### config.mk
export PLATFORM = sky130hd
export DESIGN_NAME = status_led_array
export DESIGN_NICKNAME = d
export VERILOG_FILES = /design/src/rtl/status_led_pkg.sv /design/src/rtl/status_led_channel.sv /design/src/rtl/status_led_array.sv
export SDC_FILE = /design/constraint.sdc
export NUM_CORES = 1
export LEC_CHECK = 0
export CAP_MARGIN = 20
export CORE_MARGIN = 10
export CORE_UTILIZATION = 60
export DETAILED_ROUTE_END_ITERATION = 16
export HOLD_SLACK_MARGIN = 0.03
export PLACE_DENSITY = 0.88
export SLEW_MARGIN = 20
export SYNTH_ARGS = -nofsm -noshare
export SYNTH_HDL_FRONTEND = slang
export SYNTH_SLANG_ARGS = --single-unit
### constraint.sdc
create_clock -name i_clk -period 9 [get_ports i_clk]
set_input_delay 1.8 -clock i_clk [delete_from_list [all_inputs] [get_ports i_clk]]
set_output_delay 1.8 -clock i_clk [all_outputs]
set_load 0.01 [all_outputs]
### src/rtl/status_led_pkg.sv
`default_nettype none
`timescale 1ns/1ps
// +------------------------------------------------------------------+
// | Package : status_led_pkg                                         |
// | Brief   : Mode encodings and width helper for the status LED     |
// |           controller.                                            |
// | Rev     : 1.0  initial release                                   |
// +------------------------------------------------------------------+
package status_led_pkg;

    localparam int MODE_W = 3;

    localparam logic [MODE_W-1:0] MODE_OFF     = 3'd0;
    localparam logic [MODE_W-1:0] MODE_ON      = 3'd1;
    localparam logic [MODE_W-1:0] MODE_SLOW    = 3'd2;
    localparam logic [MODE_W-1:0] MODE_FAST    = 3'd3;
    localparam logic [MODE_W-1:0] MODE_ACT     = 3'd4;
    localparam logic [MODE_W-1:0] MODE_BTN     = 3'd5;
    localparam logic [MODE_W-1:0] MODE_ACT_INV = 3'd6;
    localparam logic [MODE_W-1:0] MODE_RSVD    = 3'd7;

    // Bits needed to hold 0..max_val; never less than one so that
    // degenerate parameter values still give legal vectors.
    function automatic int cnt_width(input int max_val);
        return (max_val <= 1) ? 1 : $clog2(max_val + 1);
    endfunction

endpackage
`default_nettype wire

### src/rtl/status_led_channel.sv
`default_nettype none
`timescale 1ns/1ps
// +------------------------------------------------------------------+
// | Module  : status_led_channel                                     |
// | Brief   : One LED channel: activity stretch counter, button      |
// |           synchroniser + debouncer and the mode multiplexer.     |
// | Rev     : 1.0  initial release                                   |
// +------------------------------------------------------------------+
module status_led_channel
    import status_led_pkg::*;
#(
    parameter int STRETCH_TICKS  = 5,
    parameter int DEBOUNCE_TICKS = 2
) (
    input  logic              i_clk,
    input  logic              i_reset,
    input  logic              i_tick,
    input  logic              i_slow_phase,
    input  logic              i_fast_phase,
    input  logic [MODE_W-1:0] i_mode,
    input  logic              i_enable,
    input  logic              i_event,
    input  logic              i_push_btn,
    output logic              o_led
);

    localparam int c_STR_W = cnt_width(STRETCH_TICKS);
    localparam int c_DEB_W = cnt_width(DEBOUNCE_TICKS - 1);
    localparam logic [c_STR_W-1:0] c_STR_LOAD = c_STR_W'(STRETCH_TICKS);
    localparam logic [c_DEB_W-1:0] c_DEB_LAST = c_DEB_W'(DEBOUNCE_TICKS - 1);

    logic [c_STR_W-1:0] r_stretch;
    logic [c_STR_W-1:0] w_stretch_next;
    logic [1:0]         r_sync;
    logic               r_deb;
    logic               w_deb_next;
    logic [c_DEB_W-1:0] r_deb_cnt;
    logic [c_DEB_W-1:0] w_deb_cnt_next;
    logic               w_mode_fn;
    logic               r_led;

    // Stretch counter: a strobe (re)loads and beats a coincident tick.
    always_comb begin
        w_stretch_next = r_stretch;
        if (i_event) begin
            w_stretch_next = c_STR_LOAD;
        end else if (i_tick && (r_stretch != '0)) begin
            w_stretch_next = r_stretch - c_STR_W'(1);
        end
    end

    // Debounce: count ticks of disagreement, any agreeing tick clears.
    always_comb begin
        w_deb_next     = r_deb;
        w_deb_cnt_next = r_deb_cnt;
        if (i_tick) begin
            if (r_sync[1] != r_deb) begin
                if (r_deb_cnt == c_DEB_LAST) begin
                    w_deb_next     = r_sync[1];
                    w_deb_cnt_next = '0;
                end else begin
                    w_deb_cnt_next = r_deb_cnt + c_DEB_W'(1);
                end
            end else begin
                w_deb_cnt_next = '0;
            end
        end
    end

    // Mode mux works on next-state values so o_led lags inputs by one cycle.
    always_comb begin
        w_mode_fn = 1'b0;
        case (i_mode)
            MODE_OFF:     w_mode_fn = 1'b0;
            MODE_ON:      w_mode_fn = 1'b1;
            MODE_SLOW:    w_mode_fn = i_slow_phase;
            MODE_FAST:    w_mode_fn = i_fast_phase;
            MODE_ACT:     w_mode_fn = (w_stretch_next != '0);
            MODE_BTN:     w_mode_fn = w_deb_next;
            MODE_ACT_INV: w_mode_fn = (w_stretch_next == '0);
            MODE_RSVD:    w_mode_fn = 1'b0;
            default:      w_mode_fn = 1'b0;
        endcase
    end

    // Channel state and registered LED drive.
    always_ff @(posedge i_clk or posedge i_reset) begin
        if (i_reset) begin
            r_stretch <= '0;
            r_sync    <= '0;
            r_deb     <= 1'b0;
            r_deb_cnt <= '0;
            r_led     <= 1'b0;
        end else begin
            r_stretch <= w_stretch_next;
            r_sync    <= {r_sync[0], i_push_btn};
            r_deb     <= w_deb_next;
            r_deb_cnt <= w_deb_cnt_next;
            r_led     <= i_enable & w_mode_fn;
        end
    end

    assign o_led = r_led;

endmodule
`default_nettype wire

### src/rtl/status_led_array.sv
`default_nettype none
`timescale 1ns/1ps
// +------------------------------------------------------------------+
// | Module  : status_led_array                                       |
// | Brief   : Front-panel status LED controller. Shared prescaler    |
// |           and blink phases, NUM_LEDS independent channels.       |
// |           Define LED_PWM_DIM_EN to add global PWM dimming via    |
// |           i_brightness.                                          |
// | Rev     : 1.0  initial release                                   |
// +------------------------------------------------------------------+
module status_led_array
    import status_led_pkg::*;
#(
    parameter int NUM_LEDS       = 8,
    parameter int TICK_DIV       = 1_562_500,
    parameter int BLINK_TICKS    = 50,
    parameter int FAST_TICKS     = 10,
    parameter int STRETCH_TICKS  = 5,
    parameter int DEBOUNCE_TICKS = 2
`ifdef LED_PWM_DIM_EN
    ,
    parameter int PWM_BITS       = 4
`endif
) (
    input  logic                       i_clk,
    input  logic                       i_reset,
    input  logic [MODE_W*NUM_LEDS-1:0] i_mode,
    input  logic [NUM_LEDS-1:0]        i_DIP_sw,
    input  logic [NUM_LEDS-1:0]        i_event,
    input  logic [NUM_LEDS-1:0]        i_push_btn,
`ifdef LED_PWM_DIM_EN
    input  logic [PWM_BITS-1:0]        i_brightness,
`endif
    output logic [NUM_LEDS-1:0]        o_led,
    output logic                       o_tick
);

    localparam int c_TICK_W = cnt_width(TICK_DIV - 1);
    localparam int c_SLOW_W = cnt_width(BLINK_TICKS - 1);
    localparam int c_FAST_W = cnt_width(FAST_TICKS - 1);
    localparam logic [c_TICK_W-1:0] c_TICK_LAST = c_TICK_W'(TICK_DIV - 1);
    localparam logic [c_SLOW_W-1:0] c_SLOW_LAST = c_SLOW_W'(BLINK_TICKS - 1);
    localparam logic [c_FAST_W-1:0] c_FAST_LAST = c_FAST_W'(FAST_TICKS - 1);

    logic [c_TICK_W-1:0] r_tick_cnt;
    logic [c_TICK_W-1:0] w_tick_cnt_next;
    logic                r_tick;
    logic [c_SLOW_W-1:0] r_slow_cnt;
    logic [c_FAST_W-1:0] r_fast_cnt;
    logic                r_slow_phase;
    logic                r_fast_phase;
    logic                w_pwm_on;

    // Wrapping prescaler; the tick flag is registered alongside the count.
    always_comb begin
        w_tick_cnt_next = (r_tick_cnt == c_TICK_LAST) ? '0 : r_tick_cnt + c_TICK_W'(1);
    end

    // Prescaler and tick strobe, high while the count sits at its last value.
    always_ff @(posedge i_clk or posedge i_reset) begin
        if (i_reset) begin
            r_tick_cnt <= '0;
            r_tick     <= 1'b0;
        end else begin
            r_tick_cnt <= w_tick_cnt_next;
            r_tick     <= (w_tick_cnt_next == c_TICK_LAST);
        end
    end

    // Global blink phases shared by every channel so same-mode LEDs align.
    always_ff @(posedge i_clk or posedge i_reset) begin
        if (i_reset) begin
            r_slow_cnt   <= '0;
            r_fast_cnt   <= '0;
            r_slow_phase <= 1'b0;
            r_fast_phase <= 1'b0;
        end else if (r_tick) begin
            if (r_slow_cnt == c_SLOW_LAST) begin
                r_slow_cnt   <= '0;
                r_slow_phase <= ~r_slow_phase;
            end else begin
                r_slow_cnt <= r_slow_cnt + c_SLOW_W'(1);
            end
            if (r_fast_cnt == c_FAST_LAST) begin
                r_fast_cnt   <= '0;
                r_fast_phase <= ~r_fast_phase;
            end else begin
                r_fast_cnt <= r_fast_cnt + c_FAST_W'(1);
            end
        end
    end

`ifdef LED_PWM_DIM_EN
    logic [PWM_BITS-1:0] r_pwm_cnt;

    // Free-running PWM counter; duty is brightness / 2^PWM_BITS.
    always_ff @(posedge i_clk or posedge i_reset) begin
        if (i_reset) begin
            r_pwm_cnt <= '0;
        end else begin
            r_pwm_cnt <= r_pwm_cnt + PWM_BITS'(1);
        end
    end

    assign w_pwm_on = (r_pwm_cnt < i_brightness);
`else
    assign w_pwm_on = 1'b1;
`endif

    // PWM gating is folded into the channel enable so o_led stays one register deep.
    generate
        for (genvar n = 0; n < NUM_LEDS; n++) begin : g_chan
            status_led_channel #(
                .STRETCH_TICKS  (STRETCH_TICKS),
                .DEBOUNCE_TICKS (DEBOUNCE_TICKS)
            ) u_chan (
                .i_clk        (i_clk),
                .i_reset      (i_reset),
                .i_tick       (r_tick),
                .i_slow_phase (r_slow_phase),
                .i_fast_phase (r_fast_phase),
                .i_mode       (i_mode[MODE_W*n +: MODE_W]),
                .i_enable     (i_DIP_sw[n] & w_pwm_on),
                .i_event      (i_event[n]),
                .i_push_btn   (i_push_btn[n]),
                .o_led        (o_led[n])
            );
        end
    endgenerate

    assign o_tick = r_tick;

endmodule
`default_nettype wire

==> flow_metrics.py <==
metrics = {
    "floorplanning": {
        "io_pins": 59,
        "core_area_um2": 7848,
        "dieArea_um2": 12240,
        "num_rows": 32,
        "die_x_um": 110.6,
        "start_util_pct": 62.79,
        "die_h_um": 110.6,
    },
    "pwr": {
        "p_int_mw": 0.5817,
        "p_leak_nw": 2.579,
        "switchingPower_mw": 0.1869,
        "vdd_drop_max_v": 0.00008616,
        "p_sw_share_pct": 24.31,
        "combPwrFrac_pct": 7.1,
        "powerDensity_nw_per_um2": 134.2,
        "clock_power_share_pct": 34.6,
        "power.total_mw": 0.7686,
        "p_seq_share_pct": 58.3,
    },
    "yosys": {
        "ys_seq_area_share_pct": 49.77,
        "synth_seq_cells": 98,
        "yosys-top-cells-count": "98 x dfrtp_1, 49 x inv_1, 36 x xnor2_1, 34 x nor2_1, 25 x nand2_1",
        "netlist_instances": 469,
        "avgSynthCellArea_um2": 10.51,
        "syn-cell-area_um2": 4927,
        "synth_most_common_cell": "dfrtp_1",
        "synthArstFlopShare_pct": 100.0,
        "synth-edff-count": 0,
        "synth.distinct_cells": 52,
        "synthFlopType": "dfrtp_1",
        "synth_top_cell_area_share_pct": 49.77,
        "yosysWarnings": 0,
        "synth_top_area_cell": "dfrtp_1",
        "synth_area_leaders": "dfrtp_1 50%, xnor2_1 6.4%, mux2_2 5.5%",
        "syn-num-nets": 538,
    },
    "global_route": {
        "grt_util_all_layers_pct": 15.98,
        "grt_pass1_wl_mm": 16.64,
        "overflow": 0,
        "antenna_found_initial": 0,
        "grt_max_degree": 63,
        "grt_pass1_vias": 3598,
    },
    "timing": {
        "slew_violations": 0,
        "fin_worst_skew_ps": 13.27,
        "rsz0062_at_grt": "no",
        "setup_ws_ps": 5890,
        "worstMarginPinSlew_ps": 764.7,
        "maxSlewHeadroom_pct": 48.63,
        "fmax_mhz": 321.6,
        "hold_viol_final": 0,
        "setup_viol": 0,
        "whs_ps": 361.4,
        "finalSetupTns_ps": 0,
        "period_share_pct": 34.55,
        "period_needed_ps": 3110,
    },
    "worst_setup_path": {
        "worstSetupPathType": "reg2out",
        "end_kind": "output pin",
        "crit_path_start_kind": "register",
        "path_buf_inv": 1,
        "path_max_fanout": 2,
        "critPathSlowestCell": "clkdlybuf4s50_1",
        "path_cells": "clkdlybuf4s50_1",
        "arrival_ps": 1310,
        "cp_top_family": "buffers and inverters",
        "required_ps": 7200,
        "slowest_delay_ps": 560,
    },
    "cells_and_area": {
        "multi_input_area_um2": 2178,
        "nNetsFinal": 591,
        "seqCellArea_um2": 2452,
        "final_area_um2": 5729,
        "drive_above_1_share_pct": 10.06,
        "final_util_pct": 73.01,
        "antennaDiodeCount": 0,
        "stdcell_count": 629,
        "area_growth_pct": 16.28,
        "n_fill_cell": 535,
    },
    "cts": {
        "cts_buffers": 9,
        "cts_hold_buf": 0,
        "cts_setup_buffers": 0,
        "insertion_delay_ps": 370,
        "cts_buffer_depth": 2,
        "cts_tree": "built",
        "clkSinkCount": 98,
        "htreeDepth": 3,
        "clkTransAtPathRegs_ps": 90,
        "cts_root_buf": "clkbuf_8",
        "cts_resized": 0,
    },
    "route": {
        "via_count": 3477,
        "drt-total-wl_mm": 9.795,
        "vias_per_cell": 5.528,
        "firstDrtPassIters": 4,
        "drt_iter0_drc": 182,
        "routedWlPerCell_um": 15.57,
        "ant_nets": 0,
        "drc": 0,
    },
    "placement": {
        "post_dp_cell_area_um2": 5544,
        "io_buffers": 58,
        "dp.cells": 613,
        "globalplace.congestion": 0.8259,
        "preCtsSetupSlack_ps": 5620,
        "dp_hpwl_mm": 7.260,
    },
    "worst_hold_path": {
        "hold_class": "reg2reg",
    },
    "flow_run": {
        "drv_cap": 0,
    },
    "status": {
        "status": "finished, final reports clean",
    },
}
[kinds of logic (layout without fill, tap and decap cells)]
group | count (synthesis) | count (layout) | share of synthesized area (%)
fa+ha+maj | 19 | 19 | 4.825
mux | 25 | 25 | 5.688
xor+xnor | 46 | 46 | 8.177
compound gates | 65 | 65 | 7.923
flops | 98 | 98 | 49.77
buf+inv | 68 | 126 | 6.018
simple gates | 148 | 148 | 17.60
[final cells by class]
cell class | instances | area share [%]
repair buffers | 60 | 10.40
well taps | 102 | 2.228
multi-input cells | 303 | 38.02
clock buffers | 9 | 2.162
clock inverters | 7 | 1.070
flip-flops and latches | 98 | 42.80
inverters | 50 | 3.319
[final timing paths]
kind	start	to	slack (ps)	cells after the start
setup / recovery	o_tick$_DFF_PP0_	o_tick	5890	1
hold / removal	g_chan[7].u_chan.r_sync[0]$_DFF_PP0_	g_chan[7].u_chan.r_sync[1]$_DFF_PP0_	360	0
setup reg to reg	r_tick_cnt[0]$_DFF_PP0_	o_tick$_DFF_PP0_	6560	6
hold reg to reg	g_chan[7].u_chan.r_sync[0]$_DFF_PP0_	g_chan[7].u_chan.r_sync[1]$_DFF_PP0_	360	0
max in group asynchronous	i_reset	r_slow_cnt[3]$_DFFE_PP0P_	6100	3
min in group asynchronous	i_reset	r_tick_cnt[11]$_DFF_PP0_	1790	2
[sequential cells by signal, summed over array words and instances, names as in the netlist]
name / count
r_fast_cnt: 4
r_slow_phase: 1
r_tick_cnt: 21
g_chan.u_chan.r_deb_cnt: 8
o_tick: 1
g_chan.u_chan.r_deb: 8
g_chan.u_chan.o_led: 8
g_chan.u_chan.r_stretch: 24
r_slow_cnt: 6
g_chan.u_chan.r_sync: 16
r_fast_phase: 1
[cells in the final DEF (no fill, tap or decap), types with 7 or more instances in the layout]
cell type        instances
nand4_1                  7
inv_1                   48
nand2_1                 25
ha_1                    19
xor2_1                  10
nor3b_1                  8
a21oi_1                 18
a31oi_1                 17
xnor2_1                 36
nand3_1                 11
dfrtp_1                 98
clkdlybuf4s50_1         58
nor3_1                   7
mux2_2                  24
clkbuf_8                 9
nand2b_1                19
nor2_1                  34
o21ai_0                 16
[routing by layer]
layer  GRT usage (%)  share of wire (%)  vias up
met5               0                  0        -
li1                -                  -     1691
met3           3.079                3.4       19
met4           5.959                1.9        0
met2           28.33                 51       74
met1           18.60                 43     1693
[power by group through the flow]
stage | clock (mW) | combinational [mW] | sequential (mW)
2_1_floorplan | 0 | 0.0237 | 0.456
3_3_place_gp | 0 | 0.0530 | 0.457
3_5_place_dp | 0 | 0.0553 | 0.457
4_1_cts | 0.272 | 0.0556 | 0.448
5_1_grt | 0.290 | 0.0602 | 0.449
6_report | 0.266 | 0.0545 | 0.448
[worst reg2reg max path: stages (launching register included)]
cell and delay (ps):
dfrtp_1 400, ha_1 310, or4b_2 650, nor4_4 600
nor2_1 150, nand4bb_1 160, a211oi_2 50
Note: power is estimated with default switching activity, not from simulation.
